$ cat config.mk
export PLATFORM = sky130hd
export DESIGN_NAME = fetch_decode_queue
export DESIGN_NICKNAME = d
export VERILOG_FILES = /design/src/rtl/fetch_decode_queue.sv
export SDC_FILE = /design/constraint.sdc
export NUM_CORES = 1
export LEC_CHECK = 0
export ABC_AREA = 1
export CORE_MARGIN = 1
export CORE_UTILIZATION = 53
export CTS_BUF_LIST = sky130_fd_sc_hd__clkbuf_4 sky130_fd_sc_hd__clkbuf_8
export DETAILED_ROUTE_END_ITERATION = 7
export GPL_TIMING_DRIVEN = 0
export PLACE_DENSITY = 0.87
export SYNTH_ARGS = -nofsm -noshare
export SYNTH_HDL_FRONTEND = slang
export SYNTH_SLANG_ARGS = --single-unit
$ cat constraint.sdc
create_clock -name clk_i -period 1.9 [get_ports clk_i]
set_input_delay 0.57 -clock clk_i [delete_from_list [all_inputs] [get_ports clk_i]]
set_output_delay 0.57 -clock clk_i [all_outputs]
set_load 0.05 [all_outputs]
$ cat src/rtl/fetch_decode_queue.sv
// rtl/fetch_decode_queue.sv - instruction queue between fetch and decode
module fetch_decode_queue #(
    parameter int DEPTH = 2,
    localparam int PTR_W = $clog2(DEPTH)
) (
    input  logic             clk_i,
    input  logic             rstn_i,
    input  logic             flush_i,
    input  logic             jal_redirect_i,
    input  logic             fetch_valid_i,
    input  logic [63:0]      fetch_pc_i,
    input  logic [31:0]      fetch_inst_i,
    input  logic             fetch_bpred_taken_i,
    input  logic [63:0]      fetch_bpred_target_i,
    input  logic             fetch_ex_valid_i,
    input  logic [63:0]      fetch_ex_cause_i,
    input  logic [63:0]      fetch_ex_origin_i,
    output logic             ready_o,
    input  logic             deq_i,
    output logic             valid_o,
    output logic [63:0]      pc_o,
    output logic [31:0]      inst_o,
    output logic             bpred_taken_o,
    output logic [63:0]      bpred_target_o,
    output logic             ex_valid_o,
    output logic [63:0]      ex_cause_o,
    output logic [63:0]      ex_origin_o,
    output logic [PTR_W:0]   count_o
);

    typedef struct packed {
        logic [63:0] pc;
        logic [31:0] inst;
        logic        bpred_taken;
        logic [63:0] bpred_target;
        logic        ex_valid;
        logic [63:0] ex_cause;
        logic [63:0] ex_origin;
    } entry_t;

    localparam logic [PTR_W:0]   FULL_COUNT = (PTR_W + 1)'(DEPTH);
    localparam logic [PTR_W-1:0] PTR_ONE    = PTR_W'(1);
    localparam logic [PTR_W:0]   CNT_ONE    = (PTR_W + 1)'(1);

    entry_t           mem [DEPTH];
    logic [PTR_W-1:0] rd_ptr;
    logic [PTR_W-1:0] wr_ptr;
    logic [PTR_W:0]   count;
    logic             enq;
    logic             deq;
    logic             redirect;
    logic             accept_enq;
    entry_t           head;
    entry_t           wr_entry;

    // Handshake decode; ready depends only on the registered count, never on deq_i
    always_comb begin
        valid_o    = (count != '0);
        ready_o    = (count != FULL_COUNT);
        enq        = fetch_valid_i & ready_o;
        deq        = deq_i & valid_o;
        redirect   = jal_redirect_i & deq;
        accept_enq = enq & ~flush_i & ~redirect;
        head       = mem[rd_ptr];
        wr_entry   = '{pc:           fetch_pc_i,
                       inst:         fetch_inst_i,
                       bpred_taken:  fetch_bpred_taken_i,
                       bpred_target: fetch_bpred_target_i,
                       ex_valid:     fetch_ex_valid_i,
                       ex_cause:     fetch_ex_cause_i,
                       ex_origin:    fetch_ex_origin_i};
    end

    assign pc_o           = head.pc;
    assign inst_o         = head.inst;
    assign bpred_taken_o  = head.bpred_taken;
    assign bpred_target_o = head.bpred_target;
    assign ex_valid_o     = head.ex_valid;
    assign ex_cause_o     = head.ex_cause;
    assign ex_origin_o    = head.ex_origin;
    assign count_o        = count;

    // Pointer and occupancy update: flush beats JAL redirect beats normal traffic
    always_ff @(posedge clk_i or negedge rstn_i) begin
        if (!rstn_i) begin
            rd_ptr <= '0;
            wr_ptr <= '0;
            count  <= '0;
        end else if (flush_i) begin
            rd_ptr <= '0;
            wr_ptr <= '0;
            count  <= '0;
        end else if (redirect) begin
            // Head is consumed; everything younger, including this cycle's fetch, is wrong-path
            rd_ptr <= rd_ptr + PTR_ONE;
            wr_ptr <= rd_ptr + PTR_ONE;
            count  <= '0;
        end else begin
            if (accept_enq) begin
                wr_ptr <= wr_ptr + PTR_ONE;
            end
            if (deq) begin
                rd_ptr <= rd_ptr + PTR_ONE;
            end
            case ({accept_enq, deq})
                2'b10:   count <= count + CNT_ONE;
                2'b01:   count <= count - CNT_ONE;
                default: count <= count;
            endcase
        end
    end

    // Entry storage; flushes only move pointers, contents stay until overwritten
    always_ff @(posedge clk_i or negedge rstn_i) begin
        if (!rstn_i) begin
            for (int i = 0; i < DEPTH; i++) begin
                mem[i] <= '0;
            end
        end else if (accept_enq) begin
            mem[wr_ptr] <= wr_entry;
        end
    end

endmodule

==> flow_metrics.tcl <==
set metrics [dict create \
    synthAdderAreaFrac_pct 0.0453 \
    reg2reg_to "mem[192]" \
    fin_crit_sh_pct 138 \
    grt_max_degree 123 \
    die_h_um 230 \
    min_period_ns 2.62 \
    clockBufferDepth 3 \
    synth_compound_area_share_pct 0.118 \
    vias_per_cell 5.82 \
    critPathTopFamily "buffers and inverters" \
    yosysMostFrequentCell "nand2_1" \
    drt_first_pass_iters 6 \
    crit_fanout 10 \
    grt_setup_unrepaired "true" \
    synth_edf_count 0 \
    layout.area.seq_um2 14600 \
    post_cts_buffers 0 \
    multiInputGateArea_um2 12200 \
    synth-seq-cells 584 \
    drtIter0Drc 2913 \
    cap_violations 0 \
    cp_data_arrival_time_ns 2.05 \
    dieArea_um2 53000 \
    cp-start-kind "register" \
    synth_cells 3555 \
    cp-endpoint "ex_origin_o[62]" \
    rows 83 \
    cellPowerDensity_nw_per_um2 2110 \
    synthMuxAreaShare_pct 0 \
    hp-class "in -> async" \
    coreArea_um2 51400 \
    synth.distinct_cells 18 \
    violations "hold timing, setup timing" \
    fmax_mhz 381 \
    worstPathBufferInverterCount 4 \
    path_class "reg -> out" \
    syn2layout_area_growth_pct 38.4 \
    critPathLaunch "rd_ptr" \
    synth_top_cell_by_area "dfrtp_1" \
    slew_viol_final 0 \
    synthFlopType "dfrtp_1" \
    grt_pass1_wl_um 158000 \
    cp-end-kind "primary output" \
    p_leak_nw 19.9 \
    cts.sink_count 584 \
    timing.hold.ws_ns -0.134 \
    grt_usage_pct 38.3 \
    finalHoldViolCount 83 \
    grt_pass1_vias 27900 \
    synth_top_family_by_area "simple AND/OR/NAND/NOR gates" \
    setup_viol_count_final 877 \
    finish.instance_area_um2 38200 \
    placed_area_um2 35300 \
    status "complete, but fails checks" \
    synth.area.top_cells "dfrtp_1 (53%), nand2_1 (28%), nand4_1 (13%)" \
    cpPeakStageDelay_ns 0.46 \
    hpwl_um 70700 \
    synth_nets 3852 \
    slew_headroom_pct 34.7 \
    clkLatencyLatePin_ns 0.71 \
    cp_slowest_cell "dfrtp_2" \
    wl_per_cell_um 20.5 \
    pin_count 590 \
    cts_tree "done" \
    synth_area_um2 27600 \
    start_util_pct 53.7 \
    fill_cells 3683 \
    fin_nets 4544 \
    reg2regPathDepth 5 \
    grt_overflow 0 \
    layout_setup_ws_ns -0.722 \
    synthTopCellsByCount "nand2_1 (2,043), dfrtp_1 (584), nand4_1 (582)" \
    syn_area_per_cell_um2 7.77 \
    antenna_found_initial 31 \
    layout-drive-gt1-share_pct 23.1 \
    crit_chain "inv_4 > clkbuf_16 > clkbuf_8 > nand2_1 > nand2_2 > buf_8" \
    yosysWarnings 0 \
    synth_top_area_share_pct 52.9 \
    synthSimpleGateAreaFrac_pct 41.2 \
    crit_required_ns 1.33 \
    die_w_um 230 \
    cp.depth 6 \
    synthArstFlopShare_pct 100 \
    routed_wl_um 103000 \
    synth_xor_xnor_area_share_pct 0 \
    timing.rr.start "wr_ptr" \
    seq_area_frac_synth_pct 52.9 \
    cts.reportedPaths.clkPinSlew_ns 0.06 \
    cts_buffers 97 \
    htree_levels 3 \
    gp_congestion 0.955 \
    worst_slew_pin_slew_ns 0.979 \
    drc_errors 0 \
    numPortBuffers 589 \
    ir_worst_vdd_mv 1.83 \
    vias 29300 \
    clockRootBuffer "clkbuf_8" \
    skew_ns 0.0251 \
    antenna_left 0 \
    rrSetupSlack_ns -0.33 \
]
per-stage QoR:
step                power, mW  util, %  std cells  setup slack (ns)  setup TNS (ns)
floorplan                50.3        -       3555           -0.0596          -15.04
global placement         64.7     68.4       4824            -29.67               -
detailed placement       65.4     68.7       4829             -1.75         -918.81
CTS                      78.7     73.5       5004            -0.747         -280.74
global route             84.2     74.3       5024            -0.778         -378.12
finish                   80.5     74.3       5028            -0.722         -278.66
kinds of logic after synthesis:
family | after synthesis
buffers and inverters | 330
adders and majority gates | 1
and+or+nand+nor | 2634
AOI/OAI and AO/OA | 6
DFF | 584
repair_timing:
item                                    CTS  global route
endpoints found under the hold margin    83            83
setup endpoints to repair               962           985
pin swaps                                 0             2
gates resized for setup                2061           106
registers in the layout, summed over array words and instances, names as in the netlist:
name,count
wr_ptr,1
rd_ptr,1
mem,580
count_o,2
cell usage in the layout, fill, tap and decap left out, types with 4 or more instances in the layout:
cell	n
a21oi_1	4
clkbuf_1	89
buf_2	133
buf_6	146
inv_1	4
dlygate4sd2_1	4
buf_1	7
nand3_1	4
nand2_2	289
clkbuf_8	152
nand2_1	1752
buf_4	120
clkbuf_4	65
dfrtp_1	581
buf_8	62
diode_2	24
clkdlybuf4s50_1	294
clkbuf_16	5
buf_16	5
nand4_1	582
where the power goes:
| part | switching, mW | internal [mW] | total, mW |
|---|---|---|---|
| combinational | 31.6 | 14.6 | 46.2 |
| sequential | 3.49 | 18.7 | 22.2 |
| clock | 5.21 | 6.88 | 12.1 |
how the worst min path moves through the flow:
stage / start / endpoint / slack [ns]
after detailed placement: mem[543] / mem[543] / 0.46
after CTS: rstn_i / mem[316] / -0.14
after global placement: mem[440] / mem[440] / 0.45
after floorplan: rstn_i / count_o[0] / 0.27
final: rstn_i / mem[316] / -0.13
after global routing: rstn_i / mem[316] / -0.09
area by class of cell:
class | count | share of cell area [%]
Antenna cell | 24 | 0.157
Buffer | 322 | 5.51
Clock buffer | 170 | 5.39
Clock inverter | 6 | 0.160
Inverter | 7 | 0.0884
Multi-Input combinational cell | 2641 | 31.9
Sequential cell | 584 | 38.3
Tap cell | 680 | 2.23
Timing Repair Buffer | 594 | 16.3
routing by layer:
layer / track usage [%] / vias to the layer above / wire [um]
met5: 0 / - / 120
met4: 21.5 / 18 / 6010
met3: 11.6 / 380 / 11600
met2: 60.1 / 1790 / 48200
met1: 47.2 / 14000 / 37300
li1: - / 13100 / -
Note: power is estimated with default switching activity, not from simulation.
